===== config.mk =====
export PLATFORM = sky130hd
export DESIGN_NAME = benes_ctrl_loader
export DESIGN_NICKNAME = d
export VERILOG_FILES = /design/src/rtl/benes_ctrl_loader.sv
export SDC_FILE = /design/constraint.sdc
export NUM_CORES = 1
export LEC_CHECK = 0
export BUFFER_PORTS_ARGS = -buffer_cell sky130_fd_sc_hd__buf_2
export CORE_MARGIN = 2
export CORE_UTILIZATION = 55
export DETAILED_ROUTE_END_ITERATION = 7
export PLACE_DENSITY = 0.81
export SKIP_LAST_GASP = 1
export SYNTH_ARGS = -nofsm -noshare
export SYNTH_HDL_FRONTEND = slang
export SYNTH_SLANG_ARGS = --single-unit

===== constraint.sdc =====
create_clock -name clk -period 2.75 [get_ports clk]
set_input_delay 0.275 -clock clk [delete_from_list [all_inputs] [get_ports clk]]
set_output_delay 0.275 -clock clk [all_outputs]
set_load 0.02 [all_outputs]

===== src/rtl/benes_ctrl_loader.sv =====
// Double-buffered control-word loader for a Benes interconnect.
// Switch settings for one permutation stream into a shadow register, one
// W-bit word per transfer. A commit moves the complete shadow into the active
// register in one cycle. The active register drives every 2x2 switch.
module benes_ctrl_loader #(
  parameter int N = 8,
  parameter int W = 8,
  localparam int STAGES = 2 * $clog2(N) - 1,
  localparam int NUM_SW = STAGES * N / 2,
  localparam int WORDS  = (NUM_SW + W - 1) / W
) (
  input  logic              clk,
  input  logic              rst,
  input  logic [W-1:0]      s_ctrl_data,
  input  logic              s_ctrl_valid,
  output logic              s_ctrl_ready,
  input  logic              i_swap,
  input  logic              i_clear,
  output logic [NUM_SW-1:0] o_switch_set,
  output logic              o_cfg_valid,
  output logic              o_loaded,
  output logic              o_swap_done
);

  localparam int CW = $clog2(WORDS + 1);
  localparam logic [CW-1:0] LAST_WORD = CW'(WORDS - 1);

  typedef enum logic {
    LOAD = 1'b0,
    FULL = 1'b1
  } state_t;

  state_t              state_q, state_d;
  logic [CW-1:0]       wcnt_q, wcnt_d;
  logic [NUM_SW-1:0]   shadow_q, shadow_d;
  logic [NUM_SW-1:0]   active_q, active_d;
  logic                cfg_valid_q, cfg_valid_d;
  logic                swap_done_q, swap_done_d;
  logic                xfer;

  // Next-state, shadow write and commit logic; clear overrides swap and transfers.
  always_comb begin
    state_d      = state_q;
    wcnt_d       = wcnt_q;
    shadow_d     = shadow_q;
    active_d     = active_q;
    cfg_valid_d  = cfg_valid_q;
    swap_done_d  = 1'b0;
    s_ctrl_ready = (state_q == LOAD) && !rst;
    o_loaded     = (state_q == FULL);
    xfer         = s_ctrl_valid && s_ctrl_ready;

    if (i_clear) begin
      state_d = LOAD;
      wcnt_d  = '0;
    end else begin
      unique case (state_q)
        LOAD: begin
          if (xfer) begin
            // Bit j of the shadow belongs to word j/W, bit j%W; bits of the
            // last word beyond NUM_SW have no destination and are dropped.
            for (int j = 0; j < NUM_SW; j++) begin
              if (wcnt_q == CW'(j / W)) begin
                shadow_d[j] = s_ctrl_data[j % W];
              end
            end
            if (wcnt_q == LAST_WORD) begin
              state_d = FULL;
              wcnt_d  = '0;
            end else begin
              wcnt_d = wcnt_q + 1'b1;
            end
          end
        end
        FULL: begin
          if (i_swap) begin
            active_d    = shadow_q;
            cfg_valid_d = 1'b1;
            swap_done_d = 1'b1;
            state_d     = LOAD;
          end
        end
        default: begin
          state_d = LOAD;
          wcnt_d  = '0;
        end
      endcase
    end
  end

  // State, counter and configuration registers with synchronous reset.
  always_ff @(posedge clk) begin
    if (rst) begin
      state_q     <= LOAD;
      wcnt_q      <= '0;
      shadow_q    <= '0;
      active_q    <= '0;
      cfg_valid_q <= 1'b0;
      swap_done_q <= 1'b0;
    end else begin
      state_q     <= state_d;
      wcnt_q      <= wcnt_d;
      shadow_q    <= shadow_d;
      active_q    <= active_d;
      cfg_valid_q <= cfg_valid_d;
      swap_done_q <= swap_done_d;
    end
  end

  assign o_switch_set = active_q;
  assign o_cfg_valid  = cfg_valid_q;
  assign o_swap_done  = swap_done_q;

endmodule


==> metrics.cfg <==
[floorplanning]
core.rowCount = 19
die_x_um = 59.0
start_util_pct = 58.9
io_pins = 37
die_area_um2 = 3490
die_h_um = 59.0
core_um2 = 2830

[worst_setup_path]
required_ps = 2950
worstSetupEndpointType = flip-flop
path_class = flip-flop to flip-flop
ff2ff_path_depth = 3
r2r-start = o_loaded
startpoint = o_loaded
rrSetupSlack_ps = 1180
arrival_ps = 1770
timing.critical_path.to = o_switch_set[4]
crit_path_start_kind = flip-flop
critPathMaxFanout = 21
timing.rr.end = o_switch_set[4]

[finish]
final_cell_mix = dfxtp_1, a21oi_1, nand2_1, buf_2
final_common_cell = dfxtp_1
register_area_um2 = 901
area_delta_synth_final_pct = 12.5
nNetsFinal = 244
antennaDiodeCount = 0
drive_above_1_share_pct = 19.4
multiInputGateArea_um2 = 698
fin_cells = 263
fillers = 254

[timing]
skew_ps = 2.56
fin_crit_sh_pct = 57.1
drv_slew = 0
min_period_ps = 1570
finalHoldViolCount = 0
setup_slack_ps = 1180
rsz0062_at_grt = no
tightest_slew_ps = 820
setup_viol = 0
maxSlewHeadroom_pct = 45.4
fmax_mhz = 637
setup_tns_ps = 0

[detailed_routing]
dr.pass1.iters = 4
wl_per_cell_um = 11.8
drc = 0
viasPerCell = 5.40
wl_um = 3120
vias = 1421
drt_iter0_markers = 47
detail-route-antenna-nets = 0

[cts]
hold_buffers = 0
clock_path_buffers = 2
htreeDepth = 2
cts_resized = 0
cts_made_buffers = 5
cts.sinks = 45
cts_root_buffer = clkbuf_4
clk_latency_ps = 340
cts_setup_buffers = 0
cts_tree = built
clk_pin_slew_ps = 110

[min_path]
min-delay-path-class = input pin to flip-flop

[place]
io_buffers = 36
pre_cts_slack_ps = 928
routabilityCongestion = 0.801
dp.cells = 255
hpwl_um = 2100

[logic_synthesis]
syn-num-nets = 215
ys_seq_area_share_pct = 54.1
ys_ff_latch = 45
syn_area_um2 = 1670
yosys_warnings = 0
avgSynthCellArea_um2 = 8.25
synth.distinct_cells = 19
netlist_instances = 202

[grt]
grt_pass1_vias = 1224
grt_start_max_net_pins = 49
grt.total_usage_pct = 20.5
grt_pass1_wl_um = 5390
grt_overflow = 0
grt_antenna_before_repair = 0

[pwr]
power_frac_clock_pct = 28.6
p_leak_nw = 0.711
p_per_area_nw_per_um2 = 536
comb_power_share_pct = 5.5
sw_frac_of_total_pct = 22.6
p_switching_mw = 0.227
p_int_mw = 0.777
ir_drop_mv = 0.341
power_frac_seq_pct = 65.8

[job]
cap_viol_max_count = 0

[outcome]
status = finished clean

-- routing by layer --
metal  vias up  wire length, um  track usage (%)
li1        748                -                -
met1       635             1520             28.4
met2        36             1430             30.0
met3         2              158             6.55
met4         0               14             7.47
met5         -                0                0
-- worst min path at each step --
stage / start / end / slack [ps] / cells past startpoint
2_1_floorplan: i_clear / o_loaded / 350 / 1
3_3_place_gp: shadow_q[12] / o_switch_set[12] / 440 / 2
3_5_place_dp: shadow_q[10] / o_switch_set[10] / 440 / 2
4_1_cts: i_clear / wcnt_q[0] / 160 / 2
5_1_grt: s_ctrl_data[0] / shadow_q[8] / 170 / 3
6_report: i_clear / wcnt_q[0] / 180 / 2
-- metrics by stage --
| step | power (mW) | util (%) | area [um^2] | hold WS [ps] |
|---|---|---|---|---|
| 2_1_floorplan | 0.713 | - | 1670 | 354 |
| 3_3_place_gp | 0.731 | 64.5 | 1830 | 440 |
| 3_5_place_dp | 0.731 | 64.5 | 1830 | 441 |
| 4_1_cts | 1.01 | 66.3 | 1870 | 164 |
| 5_1_grt | 1.06 | 66.3 | 1870 | 170 |
| 6_report | 1.00 | 66.3 | 1870 | 180 |
-- registers in the layout (all words and copies together), names as in the netlist --
signal / flops
wcnt_q: 2
o_loaded: 1
o_cfg_valid: 1
o_switch_set: 20
shadow_q: 20
o_swap_done: 1
-- worst max-delay path, cell delays in order (launching register included) --
cell      delay (ps)
dfxtp_1          480
nand3b_1         590
nand2_1          260
a21oi_1           90
-- cells in the mapped netlist --
cell      instances  area share [%]
dfxtp_1          45              54
a21oi_1          41              12
nand2_1          40             9.0
nand3_1          20             6.0
o21ai_1          20             6.0
clkbuf_1         10             2.3
nor2_1            5             1.1
nor2b_1           4             1.5
nor3_1            3            0.90
buf_2             2            0.60
buf_6             2             1.4
mux2i_1           2             1.2
nand2b_1          2            0.75
and3b_1           1            0.53
buf_1             1            0.23
nand3b_1          1            0.45
nor4b_1           1            0.53
or2_2             1            0.38
or4b_4            1            0.83
-- power groups by stage --
| stage | sequential (mW) | combinational (mW) | clock (mW) |
|---|---|---|---|
| 2_1_floorplan | 0.675 | 0.0377 | 0 |
| 3_3_place_gp | 0.676 | 0.0551 | 0 |
| 3_5_place_dp | 0.676 | 0.0552 | 0 |
| 4_1_cts | 0.661 | 0.0554 | 0.298 |
| 5_1_grt | 0.662 | 0.0618 | 0.332 |
| 6_report | 0.661 | 0.0554 | 0.288 |
-- area by class of cell --
| class | instances | share of cell area, % |
|---|---|---|
| repair buffers | 37 | 10.0 |
| well taps | 31 | 2.07 |
| multi-input cells | 142 | 37.2 |
| flip-flops and latches | 45 | 48.1 |
| clock buffers | 8 | 2.60 |
-- logic make-up after synthesis --
family / count (synthesis) / share of synthesized area, %
AO/OA/AOI/OAI: 61 / 18.3
multiplexers: 2 / 1.20
flip-flops: 45 / 54.1
buffers and inverters: 15 / 4.43
AND/OR/NAND/NOR: 79 / 22.0
No activity file was read; power rests on OpenSTA's default activity.
